## config.mk

```make
export PLATFORM = sky130hd
export DESIGN_NAME = fsic_coreclk_phase_lock_mon
export DESIGN_NICKNAME = d
export VERILOG_FILES = /design/src/rtl/fsic_phase_pkg.sv /design/src/rtl/fsic_phase_lock_ch.sv /design/src/rtl/fsic_coreclk_phase_lock_mon.sv
export SDC_FILE = /design/constraint.sdc
export NUM_CORES = 1
export LEC_CHECK = 0
export ABC_AREA = 1
export BUFFER_PORTS_ARGS = -buffer_cell sky130_fd_sc_hd__buf_2
export CAP_MARGIN = 40
export CORE_MARGIN = 2
export CORE_UTILIZATION = 25
export CTS_CLUSTER_SIZE = 28
export DETAILED_ROUTE_END_ITERATION = 6
export PLACE_DENSITY = 0.45
export SYNTH_ARGS = -nofsm -noshare
export SYNTH_HDL_FRONTEND = slang
export SYNTH_SLANG_ARGS = --single-unit
```

## constraint.sdc

```tcl
create_clock -name coreclk -period 3.6 [get_ports coreclk]
set_clock_uncertainty 0.1 [all_clocks]
set_input_delay 0.72 -clock coreclk [delete_from_list [all_inputs] [get_ports coreclk]]
set_output_delay 0.72 -clock coreclk [all_outputs]
set_load 0.005 [all_outputs]
```

## src/rtl/fsic_phase_pkg.sv

```systemverilog
// Shared types and sizing helpers for the coreclk phase-lock monitor.
package fsic_phase_pkg;

   // Per-channel monitor state
   typedef enum logic [1:0] {
      StIdle   = 2'd0,
      StAcq    = 2'd1,
      StLocked = 2'd2
   } ph_state_e;

   // Width of a phase count for a given ioclk:coreclk ratio (ratio >= 2)
   function automatic int unsigned phase_w(input int unsigned ratio);
      return $clog2(ratio);
   endfunction

   // Width of a counter that must reach n-1 (at least one bit)
   function automatic int unsigned cnt_w(input int unsigned n);
      return (n <= 2) ? 1 : $clog2(n);
   endfunction

endpackage

```

## src/rtl/fsic_phase_lock_ch.sv

```systemverilog
// One monitored channel: input sample register, lock FSM, run/miss counters,
// slip pulse and saturating slip counter.
module fsic_phase_lock_ch
   import fsic_phase_pkg::*;
#(
   parameter int unsigned pCLK_RATIO = 4,
   parameter int unsigned pLOCK_CNT  = 8,
   parameter int unsigned pLOSS_CNT  = 3,
   parameter int unsigned pERR_W     = 8,
   parameter int unsigned PW         = phase_w(pCLK_RATIO)
) (
   input  logic              coreclk,
   input  logic              axis_rst_n,
   input  logic              enable,
   input  logic              clr_err,
   input  logic [PW-1:0]     phase_in,
   output logic              locked,
   output logic [PW-1:0]     lock_phase,
   output logic              slip,
   output logic [pERR_W-1:0] err_cnt
);

   localparam int unsigned       CW       = cnt_w(pLOCK_CNT);
   localparam int unsigned       MW       = cnt_w(pLOSS_CNT);
   localparam logic [CW-1:0]     LockLast = CW'(pLOCK_CNT - 1);
   localparam logic [MW-1:0]     LossLast = MW'(pLOSS_CNT - 1);
   localparam logic [pERR_W-1:0] ErrMax   = '1;

   ph_state_e         state_q;
   logic [PW-1:0]     sample_q;
   logic [PW-1:0]     cand_q;
   logic [PW-1:0]     lock_phase_q;
   logic [CW-1:0]     cnt_q;
   logic [MW-1:0]     miss_q;
   logic              locked_q;
   logic              slip_q;
   logic [pERR_W-1:0] err_q;

   logic [2**PW-1:0]  valid_lut;
   logic              valid;
   logic              bad;
   logic              loss;

   // Codes at or above the ratio can appear when PW rounds up; they are never valid
   always_comb begin
      valid_lut = '0;
      for (int unsigned i = 0; i < 2**PW; i++) begin
         valid_lut[i] = (i < pCLK_RATIO);
      end
   end

   assign valid = valid_lut[sample_q];
   assign bad   = !valid || (sample_q != lock_phase_q);
   assign loss  = enable && (state_q == StLocked) && bad && (miss_q == LossLast);

   // Sample register plus lock FSM; all outputs registered here
   always_ff @(posedge coreclk or negedge axis_rst_n) begin
      if (!axis_rst_n) begin
         state_q      <= StIdle;
         sample_q     <= '0;
         cand_q       <= '0;
         lock_phase_q <= '0;
         cnt_q        <= '0;
         miss_q       <= '0;
         locked_q     <= 1'b0;
         slip_q       <= 1'b0;
      end else begin
         sample_q <= phase_in;
         slip_q   <= 1'b0;
         if (!enable) begin
            state_q  <= StIdle;
            locked_q <= 1'b0;
            cnt_q    <= '0;
            miss_q   <= '0;
         end else begin
            unique case (state_q)
               StIdle: begin
                  cnt_q   <= '0;
                  miss_q  <= '0;
                  state_q <= StAcq;
               end
               StAcq: begin
                  if (!valid) begin
                     cnt_q <= '0;
                  end else if (sample_q == cand_q) begin
                     if (cnt_q == LockLast) begin
                        state_q      <= StLocked;
                        locked_q     <= 1'b1;
                        lock_phase_q <= cand_q;
                        miss_q       <= '0;
                     end else begin
                        cnt_q <= cnt_q + CW'(1);
                     end
                  end else begin
                     cand_q <= sample_q;
                     cnt_q  <= CW'(1);
                  end
               end
               StLocked: begin
                  if (!bad) begin
                     miss_q <= '0;
                  end else if (miss_q == LossLast) begin
                     // The failing sample seeds the next acquisition
                     state_q  <= StAcq;
                     locked_q <= 1'b0;
                     slip_q   <= 1'b1;
                     cand_q   <= sample_q;
                     cnt_q    <= valid ? CW'(1) : '0;
                  end else begin
                     miss_q <= miss_q + MW'(1);
                  end
               end
               default: state_q <= StIdle;
            endcase
         end
      end
   end

   // Saturating slip count; a clear coinciding with a slip still counts that slip
   always_ff @(posedge coreclk or negedge axis_rst_n) begin
      if (!axis_rst_n) begin
         err_q <= '0;
      end else if (clr_err) begin
         err_q <= loss ? pERR_W'(1) : '0;
      end else if (loss && (err_q != ErrMax)) begin
         err_q <= err_q + pERR_W'(1);
      end
   end

   assign locked     = locked_q;
   assign lock_phase = lock_phase_q;
   assign slip       = slip_q;
   assign err_cnt    = err_q;

endmodule

```

## src/rtl/fsic_coreclk_phase_lock_mon.sv

```systemverilog
// Multi-channel coreclk phase-lock monitor: per-channel lock tracking plus
// registered all-locked and cross-lane skew flags.
module fsic_coreclk_phase_lock_mon
   import fsic_phase_pkg::*;
#(
   parameter int unsigned pCLK_RATIO = 4,
   parameter int unsigned pNUM_CH    = 2,
   parameter int unsigned pLOCK_CNT  = 8,
   parameter int unsigned pLOSS_CNT  = 3,
   parameter int unsigned pERR_W     = 8,
   localparam int unsigned PW        = phase_w(pCLK_RATIO)
) (
   input  logic                      coreclk,
   input  logic                      axis_rst_n,
   input  logic                      enable,
   input  logic                      clr_err,
   input  logic [pNUM_CH*PW-1:0]     phase_in,
   output logic [pNUM_CH-1:0]        locked,
   output logic [pNUM_CH*PW-1:0]     lock_phase,
   output logic [pNUM_CH-1:0]        slip,
   output logic [pNUM_CH*pERR_W-1:0] err_cnt,
   output logic                      all_locked,
   output logic                      skew_err
);

   logic all_locked_q;
   logic skew_err_q;
   logic any_skew;

   for (genvar k = 0; k < pNUM_CH; k++) begin : g_ch
      fsic_phase_lock_ch #(
         .pCLK_RATIO (pCLK_RATIO),
         .pLOCK_CNT  (pLOCK_CNT),
         .pLOSS_CNT  (pLOSS_CNT),
         .pERR_W     (pERR_W),
         .PW         (PW)
      ) u_ch (
         .coreclk    (coreclk),
         .axis_rst_n (axis_rst_n),
         .enable     (enable),
         .clr_err    (clr_err),
         .phase_in   (phase_in[k*PW +: PW]),
         .locked     (locked[k]),
         .lock_phase (lock_phase[k*PW +: PW]),
         .slip       (slip[k]),
         .err_cnt    (err_cnt[k*pERR_W +: pERR_W])
      );
   end

   // Any lane captured at a different phase than lane 0 (empty loop for one lane)
   always_comb begin
      any_skew = 1'b0;
      for (int unsigned k = 1; k < pNUM_CH; k++) begin
         if (lock_phase[k*PW +: PW] != lock_phase[PW-1:0]) begin
            any_skew = 1'b1;
         end
      end
   end

   // Aggregate flags, one cycle behind the per-channel registers
   always_ff @(posedge coreclk or negedge axis_rst_n) begin
      if (!axis_rst_n) begin
         all_locked_q <= 1'b0;
         skew_err_q   <= 1'b0;
      end else begin
         all_locked_q <= &locked;
         skew_err_q   <= (&locked) && any_skew;
      end
   end

   assign all_locked = all_locked_q;
   assign skew_err   = skew_err_q;

endmodule

```

==> impl_metrics.sql, run 1 <==
INSERT INTO impl_metrics (metric_group, metric, value, unit) VALUES
('worst_setup_path', 'regToRegSetupSlack', '1.78', 'ns'),
('cells_and_area', 'antenna_cells', '0', ''),
('cells_and_area', 'final_nets', '443', ''),
('clocking', 'cts_buffers', '5', ''),
('run_status', 'status', 'completed', ''),
('job', 'max-cap-violations', '0', ''),
('worst_setup_path', 'critical_path.max_stage_delay', '0.41', 'ns'),
('clocking', 'clock_sink_count', '48', ''),
('logic_synthesis', 'synth_compound_area_frac', '0.0439', ''),
('sta', 'final.setup.tns', '0', 'ns'),
('logic_synthesis', 'synth_top_area_cell', 'dfrtp_1', ''),
('global_route', 'grt_start_max_net_pins', '32', ''),
('clocking', 'clockRootBuffer', 'clkbuf_16', ''),
('logic_synthesis', 'synth_fp_nets', '410', ''),
('worst_setup_path', 'setup.worst_path.class', 'register to register', ''),
('worst_setup_path', 'timing.critical_path.required', '3.68', 'ns'),
('worst_setup_path', 'timing.rr.start', 'g_ch[1].u_ch.state_q[0]', ''),
('power', 'cellLeakagePower', '1.85', 'nW'),
('clocking', 'cts_tree', 'yes', ''),
('logic_synthesis', 'dominant_combinational_cell_family_by_area_after_synthesis', 'simple AND/OR/NAND/NOR gates', ''),
('sta', 'post-route-min-period', '1.82', 'ns'),
('logic_synthesis', 'yosysWarnings', '0', ''),
('global_route', 'antenna_found_initial', '0', ''),
('worst_setup_path', 'worst-endpoint-arrival', '1.90', 'ns'),
('cells_and_area', 'total_area_of_multi_input_combinational_cells', '1570', 'µm²'),
('power', 'vdd_ir_drop_max', '0.294', 'mV'),
('logic_synthesis', 'synthSimpleGateAreaFrac', '0.385', ''),
('logic_synthesis', 'synth_xor_xnor_area_share', '0.0290', ''),
('power', 'finalPower', '1.70', 'mW'),
('cells_and_area', 'fillCellCount', '1299', ''),
('sta', 'setup_viol_count_final', '0', ''),
('logic_synthesis', 'postSynthAreaPerCell', '7.80', 'µm²'),
('worst_setup_path', 'path_max_fanout', '8', ''),
('sta', 'max_slew.worst_pin.slew', '0.759', 'ns'),
('logic_synthesis', 'post_synthesis_adder_cell_area_fraction', '0.0622', ''),
('worst_setup_path', 'crit_slowest_cell', 'dfrtp_1', ''),
('worst_setup_path', 'crit_chain', 'inv_1 -> ha_1 -> nand2_4 -> clkinv_4 -> nand3_4 -> nor2_8 -> nor2_4 -> nand2_1 -> nand2_1', ''),
('cells_and_area', 'area_growth', '15.5', '%'),
('worst_setup_path', 'timing.critical_path.to_type', 'register', ''),
('sta', 'clock.fmax', '548', 'MHz'),
('worst_setup_path', 'r2r.worst_path.cells', '9', ''),
('global_route', 'track_usage', '0.112', ''),
('route', 'drt_drc_violations_left', '0', ''),
('route', 'detail_route.first_pass.iterations', '4', ''),
('route', 'wl_per_cell', '11.7', 'µm'),
('clocking', 'htree_num_levels', '2', ''),
('sta', 'timing.final.max_slew_violations', '0', ''),
('route', 'route.detailed.vias_per_inst', '4.34', ''),
('place', 'placement.io_buffers', '33', ''),
('clocking', 'holdBufCountCts', '0', ''),
('clocking', 'cts_max_path_buffers', '2', ''),
('sta', 'hold_viol', '0', ''),
('global_route', 'grt_pass1_vias', '2441', ''),
('place', 'dpl.hpwl', '5010', 'µm'),
('clocking', 'insertion_delay', '0.29', 'ns'),
('worst_setup_path', 'most_used_cell_along_the_critical_path', 'nand2_1', ''),
('sta', 'rsz0062_at_grt', 'no', ''),
('floorplan', 'fp-row-count', '40', ''),
('logic_synthesis', 'synthMuxAreaShare', '0', ''),
('floorplan', 'core_region_area', '11900', 'µm²'),
('place', 'gpl.final_weighted_congestion', '0.877', ''),
('cells_and_area', 'layout-drive-gt1-share', '0.200', ''),
('worst_setup_path', 'crit_start', 'g_ch[1].u_ch.state_q[0]', ''),
('floorplan', 'num_ports', '34', ''),
('logic_synthesis', 'mappedNetlistArea', '3020', 'µm²'),
('sta', 'timing.slew.headroom', '0.494', ''),
('route', 'totalWireLength', '6660', 'µm'),
('logic_synthesis', 'seq_area_frac_synth', '0.398', ''),
('worst_setup_path', 'start_kind', 'register', ''),
('floorplan', 'die_height', '114', 'µm'),
('power', 'powerDensity', '488', 'nW/µm²');
==> power by group <==
| group | switching (mW) | internal (mW) |
|---|---|---|
| Clock | 0.210 | 0.327 |
| Combinational | 0.341 | 0.168 |
| Sequential | 0.0534 | 0.603 |
==> stage by stage <==
step           std cells  hold WS (ns)  instance area (µm²)  setup slack (ns)  utilization
3_5_place_dp         560         0.369                 3320              1.46        0.279
3_3_place_gp         560         0.370                 3320              1.51        0.279
5_1_grt              568         0.421                 3490              1.63        0.293
6_report             568         0.377                 3490              1.78        0.293
4_1_cts              568         0.384                 3490              1.75        0.293
2_1_floorplan        387         0.324                 3020              2.02            -
==> sequential cells by signal, indices dropped and copies added, names as in the netlist <==
signal                cells
all_locked                1
g_ch.u_ch.sample_q        4
skew_err                  1
g_ch.u_ch.miss_q          4
g_ch.u_ch.locked          2
g_ch.u_ch.lock_phase      4
g_ch.u_ch.err_cnt        16
g_ch.u_ch.cnt_q           6
g_ch.u_ch.state_q         4
g_ch.u_ch.cand_q          4
g_ch.u_ch.slip            2
==> kinds of logic after synthesis <==
family,after synthesis
AO/OA/AOI/OAI,23
AND/OR/NAND/NOR,234
flip-flops,48
adder cells (fa/ha/maj),15
buffers and inverters,57
XOR/XNOR,10
==> area by class of cell <==
| class | count | share of cell area |
|---|---|---|
| clock buffer | 5 | 0.0359 |
| clock inverter | 3 | 0.0122 |
| inverter | 49 | 0.0545 |
| multi-input combinational | 282 | 0.451 |
| sequential | 48 | 0.344 |
| tap | 147 | 0.0527 |
| timing repair buffer | 34 | 0.0495 |
==> worst max-delay path, delay by kind of cell, from the launching register on <==
kind | cells | cell delay [ns]
buffers and inverters | 2 | 0.20
adder cells (fa/ha/maj) | 1 | 0.35
AND/OR/NAND/NOR | 6 | 0.63
flip-flops | 1 | 0.41
==> cell usage after synthesis, types with 6 or more instances <==
library cell  number
dfrtp_1           48
ha_1              15
inv_1             34
inv_2             12
nand2_1          130
nand2_2            7
nand3_1           41
nand3b_1           8
nand4_1            6
nor2_1            22
o21ai_0            9
o21ai_1            6
xor2_1             7
==> placed cells by master (no fill, tap or decap), drive strengths merged <==
cell type,instances
nand2,141
dfrtp,48
nand3,47
inv,46
buf,34
nor2,29
o21ai,17
ha,15
nand3b,8
nand4,8
xor2,7
clkbuf,5
o21bai,4
clkinv,4
xnor2,3
a21oi,2
or2,1
bufinv,1
clkinvlp,1
==> layer usage <==
metal / vias up / part of all wire / global-route usage
met5: - / 0 / 0
met4: 0 / 0.0095 / 0.0285
met3: 6 / 0.031 / 0.0271
met2: 36 / 0.43 / 0.174
met1: 1135 / 0.53 / 0.159
li1: 1290 / - / -
==> how the worst min path moves through the flow <==
stage                                   to  slack (ns)                   start  cells after the start
detailed placement   g_ch[0].u_ch.cnt_q[1]        0.37   g_ch[0].u_ch.cnt_q[1]                      2
global placement    g_ch[1].u_ch.miss_q[0]        0.37  g_ch[1].u_ch.miss_q[0]                      2
floorplan                       all_locked        0.32              axis_rst_n                      0
finish               g_ch[0].u_ch.cnt_q[1]        0.38   g_ch[0].u_ch.cnt_q[1]                      2
CTS                  g_ch[0].u_ch.cnt_q[1]        0.38   g_ch[0].u_ch.cnt_q[1]                      2
global route         g_ch[0].u_ch.cnt_q[1]        0.42   g_ch[0].u_ch.cnt_q[1]                      2
Note: power is estimated with default switching activity, not from simulation.
==> inputs of run 2 (changes only) <==
Settings changed: PLACE_DENSITY 0.45 to 0.46.
Clock period 3.6 ns to 1.6 ns, I/O delays scaled along.
==> run 2 against run 1 <==
Against the previous run: sequential share of layout area shrank 2.4 points; cell count rose by 4.4%; setup slack worse by 1.7 ns; utilization grew 2.3 points; clock power increased by 100%; die area unchanged; fmax grew 20%; sequential cell count unchanged; largest power group unchanged; highest routed layer unchanged.
==> impl_metrics.sql, run 2 (synthesized netlist as in run 1, its figures left out) <==
INSERT INTO impl_metrics (metric_group, metric, value, unit) VALUES
('run_status', 'status', 'completed', ''),
('floorplan', 'fp-row-count', '40', ''),
('route', 'route.detailed.vias_per_inst', '4.37', ''),
('route', 'num_vias', '2594', ''),
('cells_and_area', 'layout-drive-gt1-share', '0.291', ''),
('route', 'wl_per_cell', '11.4', 'µm'),
('sta', 'max_slew.worst_pin.slew', '0.285', 'ns'),
('global_route', 'first_pass_grt_wire_length', '11600', 'µm'),
('cells_and_area', 'final_nets', '469', ''),
('cells_and_area', 'total_area_of_multi_input_combinational_cells', '1650', 'µm²'),
('clocking', 'clock_sink_count', '48', ''),
('power', 'vdd_ir_drop_max', '0.409', 'mV'),
('clocking', 'cts_buffers', '5', ''),
('global_route', 'grt_start_max_net_pins', '49', ''),
('floorplan', 'floorplan.initialDensity', '0.253', ''),
('cells_and_area', 'area_growth', '24.7', '%'),
('cells_and_area', 'post_layout_nonfiller_instances', '593', ''),
('sta', 'final.setup.tns', '0', 'ns'),
('floorplan', 'die_height', '114', 'µm'),
('power', 'finalPower', '3.98', 'mW'),
('min_path', 'hold-path-cell-count', '1', ''),
('worst_setup_path', 'timing.critical_path.required', '1.73', 'ns'),
('place', 'dpl_worst_slack', '0.0114', 'ns'),
('sta', 'hold_viol', '0', ''),
('clocking', 'insertion_delay', '0.28', 'ns'),
('global_route', 'grt_overflow', '0', ''),
('worst_setup_path', 'setup.worst_path.class', 'register to register', ''),
('floorplan', 'die_w', '114', 'µm'),
('place', 'dpl.hpwl', '4950', 'µm'),
('place', 'placement.io_buffers', '33', ''),
('worst_setup_path', 'r2r.worst_path.cells', '8', ''),
('sta', 'rsz0062_at_grt', 'yes', ''),
('floorplan', 'core_region_area', '11900', 'µm²'),
('sta', 'timing.final.crit_share', '0.949', ''),
('worst_setup_path', 'path_max_fanout', '6', ''),
('clocking', 'cts_tree', 'yes', ''),
('clocking', 'clockRootBuffer', 'clkbuf_16', ''),
('sta', 'timing.slew.headroom', '0.810', ''),
('route', 'drt_drc_violations_left', '0', ''),
('clocking', 'clock_slew_at_reported_path_ffs', '0.06', 'ns'),
('power', 'powerDensity', '1060', 'nW/µm²'),
('worst_setup_path', 'worst-endpoint-arrival', '1.64', 'ns'),
('place', 'gpl.final_weighted_congestion', '0.828', ''),
('sta', 'timing.final.max_slew_violations', '0', ''),
('place', 'placed_cells', '580', ''),
('global_route', 'antenna_found_initial', '0', ''),
('global_route', 'grt_pass1_vias', '2564', ''),
('sta', 'post-route-min-period', '1.52', 'ns'),
('cells_and_area', 'antenna_cells', '0', ''),
('clocking', 'htree_num_levels', '2', ''),
('cells_and_area', 'fillCellCount', '1292', ''),
('route', 'totalWireLength', '6760', 'µm'),
('cells_and_area', 'ff_latch_area', '1200', 'µm²'),
('sta', 'clock.fmax', '659', 'MHz'),
('worst_setup_path', 'start_kind', 'register', ''),
('sta', 'setup_viol_count_final', '0', ''),
('power', 'cellLeakagePower', '1.97', 'nW'),
('floorplan', 'num_ports', '34', ''),
('min_path', 'hold_path_class', 'input pin to register', ''),
('global_route', 'track_usage', '0.111', ''),
('route', 'antenna_left', '0', ''),
('route', 'detail_route.first_pass.iterations', '4', ''),
('cells_and_area', 'largest_register_ffs', '16', ''),
('route', 'drt_first_iter_violations', '107', ''),
('worst_setup_path', 'timing.critical_path.to_type', 'register', ''),
('floorplan', 'die_area', '13000', 'µm²'),
('sta', 'worst_setup_slack_final', '0.0820', 'ns'),
('cells_and_area', 'layout_common_cells', 'nand2_1, dfrtp_1, nand3_1', ''),
('clocking', 'cts_max_path_buffers', '2', ''),
('job', 'max-cap-violations', '0', ''),
('cells_and_area', 'most_common_library_cell_in_the_layout_ignoring_fill_and_taps', 'nand2_1', '');
[run 2: cell types whose count changed in the layout (fill, tap and decap cells not counted), moves of 3 or more]
cell / delta
buf_4: +24
dfrtp_1: -3
dfrtp_2: +3
ha_1: -5
ha_2: +4
inv_1: -4
inv_2: +3
nand2_1: -4
nand2_2: +4
nand3_1: -4
nand3_2: +4
[run 2: where the power goes]
part	total, mW	internal [mW]	switching, mW
Sequential	1.47	1.36	0.115
Combinational	1.41	0.563	0.850
Clock	1.09	0.656	0.435
[run 2: worst paths after layout]
| check | start | end | slack [ns] |
|---|---|---|---|
| setup / recovery | g_ch[0].u_ch.state_q[0] | g_ch[0].u_ch.err_cnt[4] | 0.08 |
| hold / removal | phase_in[2] | g_ch[1].u_ch.sample_q[0] | 0.04 |
| setup reg to reg | g_ch[0].u_ch.state_q[0] | g_ch[0].u_ch.err_cnt[4] | 0.08 |
| hold reg to reg | g_ch[0].u_ch.cnt_q[1] | g_ch[0].u_ch.cnt_q[1] | 0.38 |
| max in group asynchronous | axis_rst_n | g_ch[0].u_ch.lock_phase[1] | 0.71 |
| min in group asynchronous | axis_rst_n | g_ch[1].u_ch.err_cnt[6] | 0.44 |
[run 2: timing repair]
item / 4_1_cts / 5_1_grt
resized for setup: 0 / 29
hold buffers: 1 / 0
buffers inserted: 0 / 5
endpoints found under the hold margin: 48 / 0
setup endpoints to repair: 0 / 33
[run 2: cell type report]
class / instances / area share
repair buffers: 60 / 0.102
inverters: 49 / 0.0515
well taps: 147 / 0.0489
flip-flops and latches: 48 / 0.320
multi-input cells: 282 / 0.437
clock buffers: 7 / 0.0405
[run 2: per-stage QoR]
step                utilization  instance area [µm²]  hold slack, ns
global route              0.316                 3760          0.0200
CTS                       0.306                 3640          0.0246
detailed placement        0.292                 3480           0.235
floorplan                     -                 3020         -0.0756
finish                    0.316                 3760          0.0375
global placement          0.292                 3480           0.233
[run 2: worst max-delay path: stages, from the launching register on]
cell	delay, ns
dfrtp_1	0.40
inv_2	0.07
ha_2	0.20
nand2_2	0.07
inv_2	0.10
nand3_4	0.13
nor2_4	0.20
nand3b_1	0.11
nand2_1	0.08
[run 2: per-layer routing]
layer  part of all wire  wire length (µm)  global-route usage
met4              0.011                74              0.0341
met3              0.033               223              0.0271
met5                  0                 0                   0
met1               0.53              3550               0.152
met2               0.43              2910               0.172
